==> src/rtl/hdmi_pkg.sv <==
// Shared constants and types for the HDMI data-island packet path.
package hdmi_pkg;

  localparam logic [7:0] BCH_POLY      = 8'h83;
  localparam int         PACKET_SLICES = 32;

  typedef logic [55:0] sub_t;

  typedef enum logic {
    ST_IDLE = 1'b0,
    ST_SEND = 1'b1
  } ser_state_t;

  // One serial BCH step, input bit entering at the LSB end.
  function automatic logic [7:0] ecc_step(logic [7:0] e, logic b);
    return {1'b0, e[7:1]} ^ ((e[0] ^ b) ? BCH_POLY : 8'h00);
  endfunction

endpackage

==> src/rtl/hdmi_bch_ecc8.sv <==
// Serial BCH(8) engine: absorbs BITS data bits per cycle, then shifts the
// finished ECC out LSB-first, BITS per cycle.
module hdmi_bch_ecc8
  import hdmi_pkg::*;
#(
  parameter int BITS = 1
) (
  input  logic            clk,
  input  logic            rst_n,
  input  logic            i_clr,
  input  logic            i_absorb,
  input  logic            i_shift,
  input  logic [BITS-1:0] i_bits,
  output logic [BITS-1:0] o_bits
);

  logic [7:0] r_ecc;
  logic [7:0] w_nxt;

  // i_clr restarts from zero so a new packet's first bits see a clean engine.
  always_comb begin
    w_nxt = i_clr ? 8'h00 : r_ecc;
    if (i_absorb) begin
      for (int b = 0; b < BITS; b++) w_nxt = ecc_step(w_nxt, i_bits[b]);
    end else if (i_shift) begin
      w_nxt = w_nxt >> BITS;
    end
  end

  always_ff @(posedge clk or negedge rst_n) begin
    if (!rst_n) r_ecc <= 8'h00;
    else        r_ecc <= w_nxt;
  end

  assign o_bits = r_ecc[BITS-1:0];

endmodule

==> src/rtl/hdmi_packet_serializer.sv <==
// Serializes a 24-bit header and four 56-bit subpackets into 32 data-island
// slices, appending BCH ECC computed on the fly.
module hdmi_packet_serializer
  import hdmi_pkg::*;
(
  input  logic        clk_pixel,
  input  logic        reset_n,
  input  logic        pkt_valid,
  output logic        pkt_ready,
  input  logic [23:0] header,
  input  sub_t [3:0]  sub,
  output logic        data_valid,
  output logic        data_first,
  output logic        data_last,
  output logic [8:0]  packet_data
);

  localparam logic [4:0] LAST     = 5'(PACKET_SLICES - 1);
  localparam logic [4:0] HDR_BITS = 5'd24;
  localparam logic [4:0] SUB_PAIR = 5'd28;

  ser_state_t r_state, w_state;
  logic [4:0]  r_n, w_n, w_m;
  logic        r_ready, w_ready, r_valid, w_valid;
  logic        r_first, w_first, r_last, w_last;
  logic [8:0]  r_data, w_data;
  logic [23:0] r_hdr, w_hdr;
  sub_t [3:0]  r_sub, w_sub;
  logic        w_acc, w_go;

  logic        w_h_absorb, w_h_shift, w_h_in, w_h_ecc, w_hbit;
  logic        w_s_absorb, w_s_shift;
  logic [3:0][1:0] w_s_in, w_s_ecc, w_sbits;

  // w_m is the slice index the registers will present after this edge.
  always_comb begin
    w_acc = pkt_valid & r_ready;
    w_go  = w_acc | ((r_state == ST_SEND) && (r_n != LAST));
    w_m   = w_acc ? 5'd0 : r_n + 5'd1;
    w_hdr = w_acc ? header : r_hdr;
    w_sub = w_acc ? sub : r_sub;
  end

  always_comb begin
    w_h_absorb = w_go && (w_m < HDR_BITS);
    w_h_shift  = w_go && (w_m >= HDR_BITS);
    w_h_in     = (w_m < HDR_BITS) ? w_hdr[w_m] : 1'b0;
    w_hbit     = w_h_absorb ? w_h_in : w_h_ecc;
    w_s_absorb = w_go && (w_m < SUB_PAIR);
    w_s_shift  = w_go && (w_m >= SUB_PAIR);
    for (int k = 0; k < 4; k++) begin
      w_s_in[k]  = (w_m < SUB_PAIR) ? w_sub[k][{w_m, 1'b0} +: 2] : 2'b00;
      w_sbits[k] = w_s_absorb ? w_s_in[k] : w_s_ecc[k];
    end
  end

  hdmi_bch_ecc8 #(.BITS(1)) u_hdr_ecc (
    .clk      (clk_pixel),
    .rst_n    (reset_n),
    .i_clr    (w_acc),
    .i_absorb (w_h_absorb),
    .i_shift  (w_h_shift),
    .i_bits   (w_h_in),
    .o_bits   (w_h_ecc)
  );

  for (genvar k = 0; k < 4; k++) begin : g_sub_ecc
    hdmi_bch_ecc8 #(.BITS(2)) u_sub_ecc (
      .clk      (clk_pixel),
      .rst_n    (reset_n),
      .i_clr    (w_acc),
      .i_absorb (w_s_absorb),
      .i_shift  (w_s_shift),
      .i_bits   (w_s_in[k]),
      .o_bits   (w_s_ecc[k])
    );
  end

  always_comb begin
    w_state = ST_IDLE;
    w_n     = 5'd0;
    w_ready = 1'b1;
    w_valid = 1'b0;
    w_first = 1'b0;
    w_last  = 1'b0;
    w_data  = 9'd0;
    if (w_go) begin
      w_state = ST_SEND;
      w_n     = w_m;
      w_ready = (w_m == LAST);
      w_valid = 1'b1;
      w_first = (w_m == 5'd0);
      w_last  = (w_m == LAST);
      w_data  = {w_sbits[3][1], w_sbits[2][1], w_sbits[1][1], w_sbits[0][1],
                 w_sbits[3][0], w_sbits[2][0], w_sbits[1][0], w_sbits[0][0],
                 w_hbit};
    end
  end

  always_ff @(posedge clk_pixel or negedge reset_n) begin
    if (!reset_n) begin
      r_state <= ST_IDLE;
      r_n     <= 5'd0;
      r_ready <= 1'b0;
      r_valid <= 1'b0;
      r_first <= 1'b0;
      r_last  <= 1'b0;
      r_data  <= 9'd0;
      r_hdr   <= 24'd0;
      r_sub   <= '0;
    end else begin
      r_state <= w_state;
      r_n     <= w_n;
      r_ready <= w_ready;
      r_valid <= w_valid;
      r_first <= w_first;
      r_last  <= w_last;
      r_data  <= w_data;
      if (w_acc) begin
        r_hdr <= header;
        r_sub <= sub;
      end
    end
  end

  assign pkt_ready   = r_ready;
  assign data_valid  = r_valid;
  assign data_first  = r_first;
  assign data_last   = r_last;
  assign packet_data = r_data;

endmodule
==> config.mk <==
export PLATFORM = sky130hd
export DESIGN_NAME = hdmi_packet_serializer
export DESIGN_NICKNAME = d
export VERILOG_FILES = /design/src/rtl/hdmi_pkg.sv /design/src/rtl/hdmi_bch_ecc8.sv /design/src/rtl/hdmi_packet_serializer.sv
export SDC_FILE = /design/constraint.sdc
export NUM_CORES = 1
export LEC_CHECK = 0
export CORE_ASPECT_RATIO = 1.25
export CORE_MARGIN = 1
export CORE_UTILIZATION = 53
export DETAILED_ROUTE_END_ITERATION = 10
export PLACE_DENSITY_LB_ADDON = 0.15
export SLEW_MARGIN = 20
export SYNTH_ARGS = -nofsm -noshare
export SYNTH_HDL_FRONTEND = slang
export SYNTH_SLANG_ARGS = --single-unit
==> constraint.sdc <==
create_clock -name clk_pixel -period 4.1 [get_ports clk_pixel]
set_input_delay 1.025 -clock clk_pixel [delete_from_list [all_inputs] [get_ports clk_pixel]]
set_output_delay 1.025 -clock clk_pixel [all_outputs]
set_load 0.01 [all_outputs]
# == Word-level counts from Yosys, hierarchy flattened ==
# Index checks and enable logic that the tools add are counted.
# W data, S select, Z words.
# totals
reg_bits,306
inputBits,251
word_cells,99
latchBits,0
rom_bits,0
n_memories,0
ram_bits,0
# classes
n_shift,4
n_bitwise,20
multipliers,0
eq_ne,2
div_mod_pow,0
n_reduce_logical,6
addsub,1
order_cmp,5
muxes,45
# op_table
cell,count
$mux W224,1
$shiftx A56 B7 Y2,4
$mux W8,24
$xor A7 B8 Y8,9
$mux W24,1
$mux W2,8
$ge A5 B5 Y1 const B,2
$lt A5 B5 Y1 const B,2
$mux W5,2
$mux W9,1
$xor A1 B1 Y1,9
$mux W1,7
$lt A5 B6 Y1 const B,1
$add A5 B1 Y5 const B,1
$bmux W1 S5,1
$eq A5 B5 Y1 const B,1
$logic_and A1 B1 Y1,5
$logic_not A5 Y1,1
$ne A5 B5 Y1 const B,1
$and A1 B1 Y1,1
$or A1 B1 Y1,1

# == Logic depth before layout (Yosys ltp) ==
# depth
depth_word,11
depth_mapped,14
ltp_nobuf,12

# == By module ==
# A second synthesis with hierarchy kept.
# unflattened
hier_cells,1641
hier_area_um2,14707.9
# by_module_without_submodules
mod,n_inst,cells_each,seq_area_each_um2,area_per_inst_um2
hdmi_packet_serializer,1,1381,6656.4,12386.9
hdmi_bch_ecc8 (g_sub_ecc[0].u_sub_ecc ...),4,54,200.2,471.7
hdmi_bch_ecc8 (u_hdr_ecc),1,44,200.2,434.2

# == Worst setup path before layout ==
# Ideal clock, no wire load.
# synth_timing
path_type,register -> register
start,register r_n[0]
end,register g_sub_ecc[1].u_sub_ecc.r_ecc[1]
setup_time_ps,120
path_stages_with_launch,14
setup_slack_ps,754
arrival_ps,3225
n_path_buf,1
synth_period_minus_slack_ps,3346
required_ps,3980
path_cell_list,dfrtp_1 ha_1 and3_1 ha_1 clkbuf_1 a21bo_2 nor2_1 a221o_1 nor2_4 mux2i_1 a2111oi_4 xnor2_1 a32o_1 a41o_1
# synth_via
elab_chain_len,11
# synth_rtl
item,line,source
"start, declared",hdmi_packet_serializer.sv:23,"logic [4:0] r_n, w_n, w_m;"
"start signal, assigned",hdmi_packet_serializer.sv:113,r_n <= w_n;
$add A5 B1 Y5,hdmi_packet_serializer.sv:39,w_m = w_acc ? 5'd0 : r_n + 5'd1;
$mux W5,hdmi_packet_serializer.sv:39,
$shiftx A56 B7 Y2 or $lt A5 B5 Y1 (tied branches),"hdmi_packet_serializer.sv:52, hdmi_packet_serializer.sv:49",
$mux W2,hdmi_packet_serializer.sv:52,"w_s_in[k] = (w_m < SUB_PAIR) ? w_sub[k][{w_m, 1'b0} +: 2] : 2'b00;"
$xor A1 B1 Y1,hdmi_pkg.sv:16,"return {1'b0, e[7:1]} ^ ((e[0] ^ b) ? BCH_POLY : 8'h00);"
$mux W8,hdmi_pkg.sv:16,
$xor A7 B8 Y8,hdmi_pkg.sv:16,
$xor A1 B1 Y1,hdmi_pkg.sv:16,
$mux W8,hdmi_pkg.sv:16,
$xor A7 B8 Y8,hdmi_pkg.sv:16,
$mux W8 (*),hdmi_bch_ecc8.sv:23,if (i_absorb) begin
via g_sub_ecc[1].u_sub_ecc.w_nxt[1],hdmi_bch_ecc8.sv:18,logic [7:0] w_nxt;
"end signal, assigned",hdmi_bch_ecc8.sv:32,else r_ecc <= w_nxt;
"end, declared",hdmi_bch_ecc8.sv:17,logic [7:0] r_ecc;
# Mark *: on every way through the listed nets, which the timed path passes. The rest lies on a longest branch.

# == Final worst setup path ==
# layout_timing
start,register r_n[0]
end,register g_sub_ecc[0].u_sub_ecc.r_ecc[1]
# layout_via
elab_chain_len,11
# layout_rtl
item,line
$add A5 B1 Y5,hdmi_packet_serializer.sv:39
$mux W5,hdmi_packet_serializer.sv:39
$shiftx A56 B7 Y2 or $lt A5 B5 Y1 (tied branches),"hdmi_packet_serializer.sv:52, hdmi_packet_serializer.sv:49"
$mux W2,hdmi_packet_serializer.sv:52
$xor A1 B1 Y1,hdmi_pkg.sv:16
$mux W8,hdmi_pkg.sv:16
$xor A7 B8 Y8,hdmi_pkg.sv:16
$xor A1 B1 Y1,hdmi_pkg.sv:16
$mux W8,hdmi_pkg.sv:16
$xor A7 B8 Y8,hdmi_pkg.sv:16
$mux W8 (*),hdmi_bch_ecc8.sv:23
via g_sub_ecc[0].u_sub_ecc.w_nxt[1],hdmi_bch_ecc8.sv:18
"end signal, assigned",hdmi_bch_ecc8.sv:32
"end, declared",hdmi_bch_ecc8.sv:17
# Marks and branches as above.

==> results.json <==
{
  "syn_nets": 1882,
  "grt_overflow": 0,
  "boundaryPins": 264,
  "clock_sinks": 306,
  "crit_fanout": 10,
  "preCtsSetupSlack_ps": 142,
  "worstMarginPinSlew_ps": 873,
  "setup_tns_ps": 0,
  "fin_nets": 2127,
  "switching_power_w": 0.00689,
  "cts_tree": "built",
  "syn_area_mm2": 0.0145,
  "die_area_mm2": 0.0281,
  "synthFlopType": "dfrtp_1",
  "setup.worst_path.class": "reg2reg",
  "fmax_mhz": 277,
  "drive_above_1_share_pct": 8.90,
  "antenna_left": 0,
  "antenna_found_initial": 3,
  "ys_seq_area_share_pct": 52.7,
  "grt_max_degree": 88,
  "crit_path_start_kind": "flip-flop",
  "min_period_over_period_pct": 88.0,
  "clk_latency_ps": 560,
  "fin_crit_ps": 3610,
  "rows": 67,
  "drc": 0,
  "num_vias": 12500,
  "worstHoldPathType": "reg2reg",
  "core_area_mm2": 0.0269,
  "drt-pass1-iter-count": 5,
  "run_status": "completed",
  "final_common_cell": "nand2_1",
  "die_y_um": 187,
  "cp_top_family": "compound AO/OA/AOI/OAI gates",
  "avgRoutedWirePerCell_um": 19.7,
  "die_x_um": 150,
  "root_buffer": "clkbuf_16",
  "dp_hpwl_um": 31900,
  "setup_viol": 0,
  "area_growth_pct": 29.3,
  "globalplace.congestion": 0.946,
  "first_global_vias": 12700,
  "setup.worst_path.end_class": "flip-flop",
  "switching_share_pct": 40.0,
  "internal_power_w": 0.0103,
  "worst_path_max_delay_cell": "ha_1",
  "power.share.sequential_pct": 31.9,
  "io_buffers": 263,
  "cpMostUsedCell": "o211ai_1",
  "yosys_warnings": 0,
  "cts.path.max_buffers": 3,
  "crit_chain": "ha_4 > and3_1 > ha_1 > a21oi_1 > nand2_1 > o211ai_1 > nor2_1 > mux2_2 > o211ai_1 > xnor2_1 > a32o_1 > a41o_1",
  "final_cell_mix": "nand2_1, dfrtp_1, clkdlybuf4s50_1",
  "vias_per_cell": 5.56,
  "drt_iter0_drc": 682,
  "synth_edf_count": 0,
  "worst_ep_required_time_ps": 4540,
  "grt_pass1_wl_um": 70100,
  "rsz0062_at_grt": "false",
  "initial_core_util_pct": 54.0,
  "cts_resized": 0,
  "ys_ff_latch": 306,
  "power_density_mw_per_mm2": 917,
  "avgSynthCellArea_um2": 8.92,
  "timing.final.ws_setup_ps": 492,
  "ir_drop_uv": 437,
  "comb_power_share_pct": 50.7,
  "p_leak_nw": 9.11,
  "hold_violations": 0,
  "wl_um": 44200,
  "synth_cell_types": 67,
  "cp.arrival_ps": 4050,
  "synth_async_sr_flop_share_pct": 100,
  "p_clk_share_pct": 17.4,
  "htree_levels": 1,
  "clk_pin_slew_ps": 60,
  "postCtsSetupRepairBufs": 0,
  "synth_cells": 1629,
  "finClkSkew_ps": 11.4,
  "finalMaxSlewViolations": 0,
  "layout.filler_cells": 2093,
  "drv_cap": 0,
  "critical_path.max_stage_delay_ps": 520,
  "path_buf_inv": 0,
  "cts_buffers": 31,
  "slew_headroom_pct": 41.8,
  "hold_buffers": 0,
  "final_core_util_pct": 69.8,
  "grt_usage_pct": 32.5
}
==> area by class of cell <==
type | instances | area [um^2] | share of cell area (%)
inverters | 8 | 30.0 | 0.160
flip-flops and latches | 306 | 7660 | 40.8
well taps | 345 | 432 | 2.30
clock inverters | 6 | 136 | 0.726
diodes | 3 | 7.51 | 0.0400
clock buffers | 51 | 961 | 5.12
repair buffers | 318 | 3130 | 16.6
multi-input cells | 1209 | 6430 | 34.2
==> registers in the layout, indices dropped and copies added, names as in the netlist <==
name,count
data_first,1
data_last,1
data_valid,1
g_sub_ecc.u_sub_ecc.r_ecc,32
packet_data,9
pkt_ready,1
r_hdr,24
r_n,5
r_sub,224
u_hdr_ecc.r_ecc,8
==> per-layer routing <==
metal / GRT usage (%) / up-vias / routed length [um]
met3: 4.85 / 99 / 2390
met1: 42.2 / 6088 / 18000
met5: 0 / - / 0
met2: 54.7 / 431 / 22100
met4: 12.7 / 0 / 1840
li1: - / 5865 / -
==> stage by stage <==
step,cell area (um^2),instances,hold WS [ps],power [W]
6_report,18800,2246,471,0.0172
5_1_grt,18800,2245,491,0.0183
4_1_cts,18800,2243,472,0.0172
3_5_place_dp,17700,2186,457,0.0142
3_3_place_gp,17700,2186,449,0.0140
2_1_floorplan,14500,1629,432,0.0110
==> worst reg2reg max path, stage by stage, from the launching register on <==
cell and delay, ps:
dfrtp_4 490, ha_4 200, and3_1 190, ha_1 520
a21oi_1 200, nand2_1 170, o211ai_1 110, nor2_1 260
mux2_2 370, o211ai_1 330, xnor2_1 180, a32o_1 270
a41o_1 190
==> power by group through the flow <==
stage	logic, W	clock network, W	registers [W]
2_1_floorplan	0.00576	0	0.00524
3_3_place_gp	0.00850	0	0.00546
3_5_place_dp	0.00864	0	0.00552
4_1_cts	0.00869	0.00304	0.00548
5_1_grt	0.00948	0.00317	0.00568
6_report	0.00873	0.00300	0.00550
==> final timing paths <==
kind                       startpoint                              end  slack, ps  cells past startpoint
setup / recovery               r_n[0]  g_sub_ecc[0].u_sub_ecc.r_ecc[1]        490                     12
hold / removal             r_sub[129]                       r_sub[129]        470                      2
setup reg to reg               r_n[0]  g_sub_ecc[0].u_sub_ecc.r_ecc[1]        490                     12
hold reg to reg            r_sub[129]                       r_sub[129]        470                      2
max in group asynchronous     reset_n                       r_sub[192]       2660                      2
min in group asynchronous     reset_n                        r_hdr[20]        480                      1
==> logic make-up (layout without fill, tap and decap cells) <==
kind of cell	after synthesis	after routing	synth area share, %
xor gates and xnor gates	19	19	1.20
AOI/OAI and AO/OA	178	178	8.65
adders and majority gates	2	2	0.172
and+or+nand+nor	926	926	24.8
DFF	306	306	52.7
other	0	3	0
buffers and inverters	114	383	3.37
muxes	84	84	9.06
==> cell usage after synthesis (4+ instances only) <==
cell type / number / share of area, %
nand2_1: 831 / 21
dfrtp_1: 306 / 53
clkbuf_1: 74 / 1.9
a21oi_1: 48 / 1.7
mux2i_1: 36 / 2.5
mux4_2: 34 / 5.3
nor2_1: 31 / 0.80
o21ai_0: 27 / 0.93
nand3_1: 26 / 0.90
buf_2: 16 / 0.55
o22ai_1: 14 / 0.60
mux2_2: 11 / 0.85
xnor2_1: 11 / 0.66
and3_1: 9 / 0.39
buf_1: 9 / 0.23
inv_1: 7 / 0.18
nor3_1: 7 / 0.24
xor2_1: 7 / 0.42
a211oi_1: 6 / 0.31
nor2b_1: 6 / 0.26
a211o_1: 5 / 0.30
a221oi_1: 5 / 0.30
a2111oi_0: 4 / 0.24
a21o_1: 4 / 0.21
a221o_1: 4 / 0.28
a31oi_1: 4 / 0.17
a32oi_1: 4 / 0.24
a41o_1: 4 / 0.28
buf_6: 4 / 0.31
o221ai_1: 4 / 0.24
No activity file was read; power rests on OpenSTA's default activity.
